`src/rtl/cmp_share_arbiter_pkg.sv`:
```
// Shared FSM encoding for the shared less-than comparator arbiter.
package cmp_share_arbiter_pkg;

  typedef enum logic [1:0] {
    IDLE  = 2'd0,
    LATCH = 2'd1,
    CMP   = 2'd2,
    DONE  = 2'd3
  } state_e;

endpackage

```
`src/rtl/lt_comparator.sv`:
```
// Purely combinational A < B; SIGNED selects two's-complement ordering.
module lt_comparator #(
  parameter int WIDTH  = 8,
  parameter int SIGNED = 0
) (
  input  logic [WIDTH-1:0] a,
  input  logic [WIDTH-1:0] b,
  output logic             lt
);

  generate
    if (SIGNED != 0) begin : g_signed
      assign lt = $signed(a) < $signed(b);
    end else begin : g_unsigned
      assign lt = a < b;
    end
  endgenerate

endmodule

```
`src/rtl/cmp_share_arbiter.sv`:
```
// Round-robin sharing of one A<B comparator between N_REQ requesters.
// One operation takes four cycles: pick, latch operands, compare, done.
module cmp_share_arbiter
  import cmp_share_arbiter_pkg::*;
#(
  parameter int WIDTH  = 8,
  parameter int N_REQ  = 2,
  parameter int SIGNED = 0,
  parameter int CNT_W  = 16
) (
  input  logic                       clk,
  input  logic                       rst,
  input  logic [N_REQ-1:0]           req,
  input  logic [N_REQ*WIDTH-1:0]     a_flat,
  input  logic [N_REQ*WIDTH-1:0]     b_flat,
  output logic [N_REQ-1:0]           gnt,
  output logic                       done,
  output logic                       result,
  output logic [$clog2(N_REQ)-1:0]   result_id,
  output logic                       busy,
  output logic [CNT_W-1:0]           op_count
);

  localparam int IDW = $clog2(N_REQ);

  state_e           state, state_n;
  logic [IDW-1:0]   winner;
  logic [IDW-1:0]   rr_ptr;
  logic [WIDTH-1:0] op_a, op_b;
  logic             lt;

  // First set request bit at or above ptr, wrapping around.
  function automatic logic [IDW-1:0] rr_pick(input logic [N_REQ-1:0] r,
                                             input logic [IDW-1:0]   ptr);
    logic [IDW-1:0] w;
    logic           found;
    int             idx;
    w     = ptr;
    found = 1'b0;
    for (int k = 0; k < N_REQ; k++) begin
      idx = (int'(ptr) + k) % N_REQ;
      if (!found && r[idx]) begin
        found = 1'b1;
        w     = IDW'(idx);
      end
    end
    return w;
  endfunction

  lt_comparator #(.WIDTH(WIDTH), .SIGNED(SIGNED)) u_lt (
    .a  (op_a),
    .b  (op_b),
    .lt (lt)
  );

  // State register; reset aborts any operation in flight.
  always_ff @(posedge clk) begin
    if (rst) state <= IDLE;
    else     state <= state_n;
  end

  // Next-state: fixed four-step walk once a request is seen.
  always_comb begin
    state_n = state;
    case (state)
      IDLE:    if (|req) state_n = LATCH;
      LATCH:   state_n = CMP;
      CMP:     state_n = DONE;
      DONE:    state_n = IDLE;
      default: state_n = IDLE;
    endcase
  end

  // Datapath and registered outputs; done/gnt trail the DONE state by one cycle.
  always_ff @(posedge clk) begin
    if (rst) begin
      winner    <= '0;
      rr_ptr    <= '0;
      op_a      <= '0;
      op_b      <= '0;
      gnt       <= '0;
      done      <= 1'b0;
      result    <= 1'b0;
      result_id <= '0;
      busy      <= 1'b0;
      op_count  <= '0;
    end else begin
      done <= (state == DONE);
      busy <= (state_n != IDLE);
      case (state)
        IDLE: begin
          gnt <= '0;
          if (|req) winner <= rr_pick(req, rr_ptr);
        end
        LATCH: begin
          op_a <= a_flat[int'(winner)*WIDTH +: WIDTH];
          op_b <= b_flat[int'(winner)*WIDTH +: WIDTH];
          gnt  <= N_REQ'(1) << winner;
        end
        CMP: begin
          result    <= lt;
          result_id <= winner;
        end
        DONE: begin
          if (op_count != {CNT_W{1'b1}}) op_count <= op_count + 1'b1;
          rr_ptr <= (winner == IDW'(N_REQ-1)) ? '0 : winner + 1'b1;
        end
        default: ;
      endcase
    end
  end

endmodule

```
`config.mk`:
```
export PLATFORM = sky130hd
export DESIGN_NAME = cmp_share_arbiter
export DESIGN_NICKNAME = d
export VERILOG_FILES = /design/src/rtl/cmp_share_arbiter_pkg.sv /design/src/rtl/lt_comparator.sv /design/src/rtl/cmp_share_arbiter.sv
export SDC_FILE = /design/constraint.sdc
export NUM_CORES = 1
export LEC_CHECK = 0
export CAP_MARGIN = 30
export CORE_AREA = 2 2 89 57
export DETAILED_ROUTE_END_ITERATION = 10
export DIE_AREA = 0 0 91 59
export PLACE_DENSITY = 0.86
export SLEW_MARGIN = 15
export SYNTH_ARGS = -nofsm -noshare
export SYNTH_HDL_FRONTEND = slang
export SYNTH_SLANG_ARGS = --single-unit
export TNS_END_PERCENT = 10
```
`constraint.sdc`:
```
create_clock -name clk -period 2.75 [get_ports clk]
set_input_delay 0.55 -clock clk [delete_from_list [all_inputs] [get_ports clk]]
set_output_delay 0.55 -clock clk [all_outputs]
set_load 0.01 [all_outputs]
```
==> impl_metrics.py, run 1 <==
metrics = {
    "die": {
        "core-area_mm2": 0.004469,
        "die_outline_width_um": 91,
        "dieArea_mm2": 0.005369,
        "floorplan.initialDensity": 0.4740,
        "die_h_um": 59,
        "boundaryPins": 58,
        "number_of_rows_in_the_core_area": 19,
    },
    "routing": {
        "dr.pass1.iters": 5,
        "routed_wl_um": 4783,
        "drt_iter0_markers": 89,
        "num_vias": 1838,
        "vias_per_cell": 5.251,
        "drt-wirelength-per-cell_um": 13.67,
        "ant_nets": 0,
        "residual_drc_count": 0,
    },
    "synthesis": {
        "avgSynthCellArea_um2": 9.210,
        "yosys_warnings": 0,
        "syn-cell-area_mm2": 0.002118,
        "synth-main-ff-cell": "sky130_fd_sc_hd__dfxtp_1",
        "synth_sequential_area_ratio": 0.3969,
        "synth.lib_cells_used.distinct": 40,
        "synth_nets": 279,
        "synth_area_leaders": "sky130_fd_sc_hd__dfxtp_1 (40%), sky130_fd_sc_hd__mux2i_1 (8.5%), sky130_fd_sc_hd__ha_1 (7.7%), sky130_fd_sc_hd__a211oi_1 (7.4%), sky130_fd_sc_hd__nor2_1 (7.1%)",
        "synth_top_cell_area_share": 0.3969,
        "synth_seq_cells": 42,
        "synth_cells": 230,
        "yosys.area.top_type": "sky130_fd_sc_hd__dfxtp_1",
        "number_of_enable_flip_flop_cells_after_synthesis": 0,
        "ys_async_sr_fraction": 0,
    },
    "timing": {
        "grt_setup_unrepaired": "false",
        "clock_period_minus_worst_slack_ps": 1997,
        "setup_tns_ps": 0,
        "fin_hold_ws_ps": 487.6,
        "achievable-frequency_mhz": 500.8,
        "worst_pin_slew_ps": 503.6,
        "slew_viol_final": 0,
        "slew_headroom": 0.6556,
        "hold_viol": 0,
        "timing.final.setup_violations": 0,
        "finalClockSkew_ps": 4.265,
        "final.period_utilization": 0.7261,
    },
    "clocking": {
        "clkSinkCount": 42,
        "clock_tree.htree_level_count": 2,
        "cts_hold_buf": 0,
        "clkTransAtPathRegs_ps": 80,
        "cts-resized-gates": 0,
        "tritoncts": "done",
        "cts_buffers": 5,
        "clk_latency_ps": 290,
        "cts_root_buf": "sky130_fd_sc_hd__clkbuf_8",
        "cts_setup_buffers": 0,
        "cts_max_path_buffers": 2,
    },
    "global_route": {
        "grt_start_max_net_pins": 37,
        "wire_length_of_the_first_global_routing_pass_um": 7803,
        "grt.total_usage": 0.1851,
        "initial_antenna_violation_count": 0,
        "number_of_global_route_vias_before_repair": 1662,
        "overflow": 0,
    },
    "final_layout": {
        "final_nets": 335,
        "mostFrequentLayoutCell": "sky130_fd_sc_hd__clkdlybuf4s50_1",
        "layout_common_cells": "sky130_fd_sc_hd__clkdlybuf4s50_1 (57), sky130_fd_sc_hd__dfxtp_1 (42), sky130_fd_sc_hd__nor2_1 (40)",
        "fillCellCount": 390,
        "synthToLayoutAreaGrowth_pct": 33.25,
        "final_layout_size_suffix_gt1_frac": 0.06969,
        "diodes_inserted": 0,
    },
    "placed_design": {
        "detailedPlacementHpwl_um": 3669,
        "portBuffers": 57,
        "routabilityCongestion": 0.8634,
    },
    "setup_path": {
        "worst-endpoint-required_ps": 2970,
        "worstSetupStartpointType": "flip-flop",
        "worstSetupEndpointType": "flip-flop",
        "worstSetupPathType": "flip-flop to flip-flop",
        "crit_fanout": 8,
        "worstPathArrival_ps": 2210,
    },
    "pwr": {
        "power.density_mw_per_mm2": 694.8,
        "p_leak_nw": 1.019,
        "peakVddDrop_uv": 335.4,
    },
    "job": {
        "max_cap_viol_count": 0,
    },
    "worst_hold_path": {
        "hold_path.class": "flip-flop to flip-flop",
    },
    "run_status": {
        "outcome": "complete, no violations",
    },
}
-- per-stage QoR --
stage	power (W)	utilization	std cells	worst slack [ps]	cell area (µm²)
after floorplan	0.001340	-	230	737.0	2118
after global placement	0.001528	0.6103	342	871.3	2728
after detailed placement	0.001557	0.6103	342	827.7	2728
after CTS	0.001973	0.6316	350	809.9	2823
after global routing	0.002105	0.6316	350	623.6	2823
final	0.001961	0.6316	350	753.3	2823
-- synthesized netlist by cell type (2+ instances only) --
library cell,number
sky130_fd_sc_hd__dfxtp_1,42
sky130_fd_sc_hd__nor2_1,40
sky130_fd_sc_hd__a211oi_1,21
sky130_fd_sc_hd__mux2i_1,18
sky130_fd_sc_hd__ha_1,13
sky130_fd_sc_hd__inv_1,13
sky130_fd_sc_hd__xnor2_1,11
sky130_fd_sc_hd__a21oi_1,8
sky130_fd_sc_hd__clkbuf_1,7
sky130_fd_sc_hd__nor3_1,7
sky130_fd_sc_hd__nand2_1,6
sky130_fd_sc_hd__nand3_1,6
sky130_fd_sc_hd__nand4_1,4
sky130_fd_sc_hd__buf_1,2
sky130_fd_sc_hd__nand2b_1,2
sky130_fd_sc_hd__nand4_4,2
sky130_fd_sc_hd__nor2b_1,2
sky130_fd_sc_hd__nor3b_1,2
sky130_fd_sc_hd__nor4_1,2
sky130_fd_sc_hd__o21ai_0,2
-- layer usage --
layer | global-route usage | vias up | wire (µm)
li1 | - | 928 | -
met1 | 0.2530 | 824 | 2244
met2 | 0.2857 | 77 | 2093
met3 | 0.04962 | 9 | 386
met4 | 0.06926 | 0 | 59
met5 | 0 | - | 0
-- critical path, stage by stage (launching register included) --
cell and delay [ps]:
sky130_fd_sc_hd__dfxtp_1 450, sky130_fd_sc_hd__ha_1 380, sky130_fd_sc_hd__nand2_1 230, sky130_fd_sc_hd__nor3_1 500, sky130_fd_sc_hd__a31oi_1 150, sky130_fd_sc_hd__a211oi_1 210
-- logic make-up (layout without fill, tap and decap cells) --
group	Yosys count	after routing	share of synthesized area
XOR/XNOR	11	11	0.04548
AND/OR/NAND/NOR	81	81	0.2032
AO/OA/AOI/OAI	39	39	0.1329
flip-flops	42	42	0.3969
adder cells (fa/ha/maj)	13	13	0.07679
multiplexers	18	18	0.08505
buffers and inverters	26	83	0.05966
-- final cells by class --
class                           instances  area, µm²  share of cell area
Tap cell                               63      78.83             0.02793
Clock buffer                            6      82.58             0.02926
Multi-Input combinational cell        162       1151              0.4078
Clock inverter                          2      12.51            0.004433
Inverter                               13      48.80             0.01729
Sequential cell                        42      840.8              0.2979
Timing Repair Buffer                   62      608.1              0.2154
-- state kept, by name (all words and copies together), names as in the netlist --
| name | cells |
|---|---|
| busy | 1 |
| done | 1 |
| gnt | 2 |
| op_a | 8 |
| op_b | 8 |
| op_count | 16 |
| result | 1 |
| result_id | 1 |
| rr_ptr | 1 |
| state | 2 |
| winner | 1 |
-- report_power, final --
| group | total, W | switching [W] | internal, W | leakage, nW |
|---|---|---|---|---|
| Combinational | 0.000715 | 0.000362 | 0.000353 | 0.629 |
| Clock | 0.000416 | 0.000214 | 0.000202 | 0.0472 |
| Sequential | 0.000831 | 0.0000860 | 0.000745 | 0.343 |
-- final timing paths --
kind                             startpoint           end  slack [ps]  depth (start not counted)
worst max-delay path            op_count[1]  op_count[14]         750                          5
worst min-delay path                op_b[3]       op_b[3]         490                          2
worst max register to register  op_count[1]  op_count[14]         750                          5
worst min register to register      op_b[3]       op_b[3]         490                          2
Note: power is estimated with default switching activity, not from simulation.
==> run 2: changes to the inputs <==
--- a/config.mk
+++ b/config.mk
@@ -6,10 +6,10 @@
 export NUM_CORES = 1
 export LEC_CHECK = 0
 export CAP_MARGIN = 30
-export CORE_AREA = 2 2 89 57
+export CORE_AREA = 2 2 94 60
 export DETAILED_ROUTE_END_ITERATION = 10
-export DIE_AREA = 0 0 91 59
-export PLACE_DENSITY = 0.86
+export DIE_AREA = 0 0 96 62
+export PLACE_DENSITY = 0.82
 export SLEW_MARGIN = 15
 export SYNTH_ARGS = -nofsm -noshare
 export SYNTH_HDL_FRONTEND = slang
==> constraint.sdc (replaced) <==
create_clock -name clk -period 1.8 [get_ports clk]
set_input_delay 0.36 -clock clk [delete_from_list [all_inputs] [get_ports clk]]
set_output_delay 0.36 -clock clk [all_outputs]
set_load 0.01 [all_outputs]
==> run 2 against run 1 <==
Count of clock-buffer cells in the layout is the same. Routed wire length grew 12%. First-iteration DRC count shrank 27%. Largest cell class unchanged. Non-clock buffer count grew 23. The run now ends with setup timing left. Worst setup slack lost 800 ps. Worst hold slack gained 2.1 ps. Combinational power grew 64%. Total power grew 57%.
==> impl_metrics.py, run 2 (same netlist as run 1, synthesis figures left out) <==
metrics = {
    "die": {
        "die_outline_width_um": 96,
        "boundaryPins": 58,
        "die_h_um": 62,
        "dieArea_mm2": 0.005952,
        "number_of_rows_in_the_core_area": 21,
        "core-area_mm2": 0.005229,
        "floorplan.initialDensity": 0.4051,
    },
    "timing": {
        "worst_pin_slew_ps": 441.0,
        "timing.final.setup_violations": 1,
        "grt_setup_unrepaired": "true",
        "finalClockSkew_ps": 12.33,
        "slew_viol_final": 0,
        "pnr_worst_setup_slack_ps": -42.81,
        "final.period_utilization": 1.024,
        "slew_headroom": 0.7053,
        "hold_viol": 0,
        "achievable-frequency_mhz": 542.7,
        "clock_period_minus_worst_slack_ps": 1843,
    },
    "global_route": {
        "grt.total_usage": 0.1834,
        "number_of_global_route_vias_before_repair": 1674,
        "grt_start_max_net_pins": 31,
        "wire_length_of_the_first_global_routing_pass_um": 8135,
        "overflow": 0,
        "initial_antenna_violation_count": 0,
    },
    "placed_design": {
        "routabilityCongestion": 0.8594,
        "detailedPlacementHpwl_um": 3980,
        "dp_cells": 369,
        "portBuffers": 57,
    },
    "clocking": {
        "cts_max_path_buffers": 2,
        "clkTransAtPathRegs_ps": 90,
        "clk_latency_ps": 300,
        "clock_tree.htree_level_count": 2,
        "clkSinkCount": 42,
        "tritoncts": "done",
        "cts_root_buf": "sky130_fd_sc_hd__clkbuf_8",
        "cts_buffers": 5,
        "cts_hold_buf": 0,
    },
    "final_layout": {
        "final_layout_size_suffix_gt1_frac": 0.1806,
        "mostFrequentLayoutCell": "sky130_fd_sc_hd__clkdlybuf4s50_1",
        "diodes_inserted": 0,
        "layoutNonFillerInstCount": 379,
        "biggestRegsByFlops": "op_count x16, op_a x8, op_b x8",
        "final_nets": 358,
        "largest_register_ff_count": 16,
        "fillCellCount": 440,
        "max_flop_register": "op_count",
        "synthToLayoutAreaGrowth_pct": 45.13,
        "layout_common_cells": "sky130_fd_sc_hd__clkdlybuf4s50_1 (57), sky130_fd_sc_hd__nor2_1 (40), sky130_fd_sc_hd__dfxtp_1 (36)",
    },
    "pwr": {
        "p_leak_nw": 1.183,
        "p_switching_w": 0.001048,
        "post_route_total_power_w": 0.003077,
        "seqPwrFrac": 0.411,
        "swShare": 0.3406,
        "p_int_w": 0.002029,
        "power.density_mw_per_mm2": 1001,
        "clock_power_share": 0.209,
        "comb_power_share": 0.380,
        "peakVddDrop_uv": 454.6,
    },
    "routing": {
        "drt_iter0_markers": 65,
        "dr.pass1.iters": 4,
        "drt-wirelength-per-cell_um": 14.09,
        "vias_per_cell": 5.058,
        "residual_drc_count": 0,
        "routed_wl_um": 5341,
        "ant_nets": 0,
        "num_vias": 1917,
    },
    "setup_path": {
        "worstSetupEndpointType": "flip-flop",
        "critical-path-slowest-cell": "sky130_fd_sc_hd__or4_1",
        "worstPathArrival_ps": 2040,
        "max_stage_delay_ps": 570,
        "worst-endpoint-required_ps": 2000,
        "crit_fanout": 3,
        "worstSetupStartpointType": "flip-flop",
        "path_cells": "nand4_4, or4_1, a2111oi_2, xnor2_1, nor2_1",
        "worstSetupPathType": "flip-flop to flip-flop",
    },
    "run_status": {
        "outcome": "complete, but fails checks",
        "failed_checks": "setup timing",
    },
    "job": {
        "max_cap_viol_count": 0,
    },
    "worst_hold_path": {
        "hold_path.class": "flip-flop to flip-flop",
    },
}
==> run 2: layout make-up <==
type / instances / area (µm²) / area share
Clock inverter: 2 / 12.51 / 0.004070
Tap cell: 69 / 86.33 / 0.02808
Sequential cell: 42 / 848.3 / 0.2759
Inverter: 13 / 48.80 / 0.01587
Multi-Input combinational cell: 162 / 1202 / 0.3911
Clock buffer: 6 / 82.58 / 0.02686
Timing Repair Buffer: 85 / 793.3 / 0.2580
==> run 2: repair_timing <==
action / in CTS / in global routing
endpoints found under the setup margin: 0 / 13
setup buffers: 0 / 2
gates resized for setup: 0 / 11
==> run 2: path summary, 6_finish.rpt <==
kind                                  start            to  slack [ps]  cells past startpoint
worst max-delay path            op_count[3]  op_count[15]         -40                      5
worst max register to register  op_count[3]  op_count[15]         -40                      5
worst min register to register      op_b[3]       op_b[3]         490                      2
worst min-delay path                op_b[3]       op_b[3]         490                      2
==> run 2: critical path: cells and delay by family (launching register included) <==
kind            cells  cell delay [ps]
flops               1              390
compound gates      1              430
xor+xnor            1              170
simple gates        3              750
==> run 2: stage by stage <==
step / hold slack (ps) / setup WS, ps / utilization / area (µm²) / setup TNS [ps]
after floorplan: 458.4 / -72.57 / - / 2137 / -201.6
after global placement: 469.9 / 84.88 / 0.5592 / 2924 / 0
after detailed placement: 480.3 / 32.68 / 0.5592 / 2924 / 0
after CTS: 491.0 / 0.3264 / 0.5774 / 3019 / 0
after global routing: 513.5 / -89.79 / 0.5879 / 3074 / -89.79
final: 489.7 / -42.81 / 0.5879 / 3074 / -42.81
==> run 2: power by group through the flow <==
stage	combinational [W]	sequential (W)	clock (W)
after floorplan	0.000777	0.00127	0
after global placement	0.00112	0.00128	0
after detailed placement	0.00117	0.00128	0
after CTS	0.00118	0.00126	0.000655
after global routing	0.00132	0.00128	0.000690
final	0.00117	0.00126	0.000644
==> run 2: layer usage <==
| layer | part of all wire | GRT usage | up-vias |
|---|---|---|---|
| li1 | - | - | 971 |
| met1 | 0.46 | 0.2509 | 872 |
| met2 | 0.44 | 0.2827 | 67 |
| met3 | 0.089 | 0.05187 | 7 |
| met4 | 0.012 | 0.06122 | 0 |
| met5 | 0 | 0 | - |
==> run 3: changes to the inputs <==
--- a/config.mk
+++ b/config.mk
@@ -6,11 +6,11 @@
 export NUM_CORES = 1
 export LEC_CHECK = 0
 export CAP_MARGIN = 30
-export CORE_AREA = 2 2 94 60
+export CORE_AREA = 2 2 63 89
 export DETAILED_ROUTE_END_ITERATION = 10
-export DIE_AREA = 0 0 96 62
-export PLACE_DENSITY = 0.82
-export SLEW_MARGIN = 15
+export DIE_AREA = 0 0 65 91
+export PLACE_DENSITY = 0.81
+export SLEW_MARGIN = 20
 export SYNTH_ARGS = -nofsm -noshare
 export SYNTH_HDL_FRONTEND = slang
 export SYNTH_SLANG_ARGS = --single-unit
==> run 3 against run 2 <==
The flow now finishes without violations. Total power is 3.2% higher. Critical path depth stayed put. Cell count is 1.3% lower. Critical path type unchanged. Highest routed layer unchanged. Count of clock-buffer cells in the layout stayed put. Worst setup slack better by 70 ps. Largest cell class unchanged. Register-to-register slack better by 70 ps. Non-clock buffer count is 1 lower. Combinational power hardly changed. Design area is 0.57% higher. Die area is 0.62% lower. Clock power is 18% higher.
==> impl_metrics.py, run 3 (same netlist as run 1, synthesis figures left out) <==
metrics = {
    "final_layout": {
        "final_nets": 357,
        "mostFrequentLayoutCell": "sky130_fd_sc_hd__clkdlybuf4s50_1",
        "largest_register_ff_count": 16,
        "layout_common_cells": "sky130_fd_sc_hd__clkdlybuf4s50_1 (57), sky130_fd_sc_hd__nor2_1 (40), sky130_fd_sc_hd__dfxtp_1 (35)",
        "synthToLayoutAreaGrowth_pct": 45.95,
        "final_core_util": 0.6085,
        "fillCellCount": 445,
        "final_cell_area_mm2": 0.003092,
        "final_layout_size_suffix_gt1_frac": 0.1753,
        "max_flop_register": "op_count",
        "diodes_inserted": 0,
        "biggestRegsByFlops": "op_count x16, op_a x8, op_b x8",
    },
    "global_route": {
        "wire_length_of_the_first_global_routing_pass_um": 8066,
        "initial_antenna_violation_count": 0,
        "grt_start_max_net_pins": 27,
        "number_of_global_route_vias_before_repair": 1842,
        "overflow": 0,
        "grt.total_usage": 0.1740,
    },
    "clocking": {
        "cts_hold_buf": 0,
        "clk_latency_ps": 290,
        "cts_buffers": 5,
        "cts_root_buf": "sky130_fd_sc_hd__clkbuf_8",
        "clock_tree.htree_level_count": 2,
        "cts_max_path_buffers": 2,
        "tritoncts": "done",
        "clkTransAtPathRegs_ps": 80,
        "clkSinkCount": 42,
    },
    "routing": {
        "num_vias": 1904,
        "residual_drc_count": 0,
        "drt-wirelength-per-cell_um": 13.37,
        "routed_wl_um": 4999,
        "vias_per_cell": 5.091,
        "dr.pass1.iters": 4,
        "drt_iter0_markers": 70,
        "ant_nets": 0,
    },
    "run_status": {
        "outcome": "complete, no violations",
    },
    "die": {
        "boundaryPins": 58,
        "number_of_rows_in_the_core_area": 31,
        "die_h_um": 91,
        "floorplan.initialDensity": 0.4169,
        "core-area_mm2": 0.005081,
        "die_outline_width_um": 65,
        "dieArea_mm2": 0.005915,
    },
    "setup_path": {
        "crit_fanout": 5,
        "startpoint_of_the_most_critical_setup_path": "op_count[9]",
        "worst_setup_path_endpoint": "op_count[15]",
        "worst-endpoint-required_ps": 1980,
        "worst_r2r_startpoint": "op_count[9]",
        "rr_endpoint": "op_count[15]",
        "worstSetupPathType": "flip-flop to flip-flop",
        "worstSetupEndpointType": "flip-flop",
        "ff2ff_setup_slack_ps": 30,
        "worstPathArrival_ps": 1950,
        "reg2reg_depth": 5,
        "worstSetupStartpointType": "flip-flop",
    },
    "timing": {
        "achievable-frequency_mhz": 564.1,
        "finalClockSkew_ps": 5.784,
        "clock_period_minus_worst_slack_ps": 1773,
        "slew_viol_final": 0,
        "worst_pin_slew_ps": 587.7,
        "grt_setup_unrepaired": "true",
        "hold_viol": 0,
        "timing.final.setup_violations": 0,
        "slew_headroom": 0.6046,
        "final.period_utilization": 0.9848,
        "pnr_worst_setup_slack_ps": 27.32,
    },
    "placed_design": {
        "routabilityCongestion": 0.9203,
        "postPlaceCellArea_mm2": 0.002925,
        "detailedPlacementHpwl_um": 3708,
        "dpl_worst_slack_ps": 33.86,
        "portBuffers": 57,
    },
    "worst_hold_path": {
        "hold_path.class": "flip-flop to flip-flop",
    },
    "pwr": {
        "p_switching_w": 0.001003,
        "p_int_w": 0.002174,
        "post_route_total_power_w": 0.003177,
        "power.density_mw_per_mm2": 1027,
        "p_leak_nw": 1.174,
        "seqPwrFrac": 0.401,
        "clock_power_share": 0.238,
        "swShare": 0.3158,
        "peakVddDrop_uv": 551.0,
        "comb_power_share": 0.361,
    },
    "job": {
        "max_cap_viol_count": 0,
    },
}
run 3: area by class of cell:
class | instances | area (µm²) | area share
clock buffer | 6 | 82.58 | 0.02671
clock inverter | 1 | 30.03 | 0.009713
inverter | 13 | 48.80 | 0.01578
multi-input combinational | 162 | 1200 | 0.3881
sequential | 42 | 849.6 | 0.2748
tap | 66 | 82.58 | 0.02671
timing repair buffer | 84 | 798.3 | 0.2582
run 3: power by group through the flow:
stage	Sequential, W	Combinational [W]	Clock, W
2_1_floorplan	0.00127	0.000777	0
3_3_place_gp	0.00128	0.00112	0
3_5_place_dp	0.00129	0.00115	0
4_1_cts	0.00127	0.00117	0.000766
5_1_grt	0.00130	0.00130	0.000809
6_report	0.00127	0.00115	0.000757
run 3: through the flow:
step | std cells | hold slack [ps] | setup TNS, ps
after floorplan | 230 | 458.4 | -201.6
after global placement | 365 | 462.0 | 0
after detailed placement | 365 | 476.0 | 0
after CTS | 372 | 486.5 | 0
after global routing | 374 | 504.8 | -287.0
final | 374 | 481.0 | 0
run 3: worst min-delay path by stage:
stage / cells past startpoint / end / from
2_1_floorplan: 2 / op_a[0] / op_a[0]
3_3_place_gp: 2 / result / result
3_5_place_dp: 2 / result / result
4_1_cts: 2 / op_a[0] / op_a[0]
5_1_grt: 2 / op_b[6] / op_b[6]
6_report: 2 / op_a[0] / op_a[0]
run 3: timing repair:
item | in CTS | in global routing
buffers inserted | 0 | 2
gates resized for setup | 0 | 11
endpoints found under the setup margin | 0 | 5
run 3: routing by layer:
metal / share of wire / wire, µm / global-route usage
met5: 0 / 0 / 0
met4: 0.018 / 90 / 0.05319
met3: 0.062 / 309 / 0.05081
met2: 0.52 / 2600 / 0.3170
met1: 0.40 / 1999 / 0.1890
run 3: worst max-delay path: stages, from the launching register on:
cell                        delay, ps
sky130_fd_sc_hd__dfxtp_1          380
sky130_fd_sc_hd__nand4_4          170
sky130_fd_sc_hd__or4_4            530
sky130_fd_sc_hd__a2111oi_4        360
sky130_fd_sc_hd__xnor2_1          160
sky130_fd_sc_hd__nor2_1            50
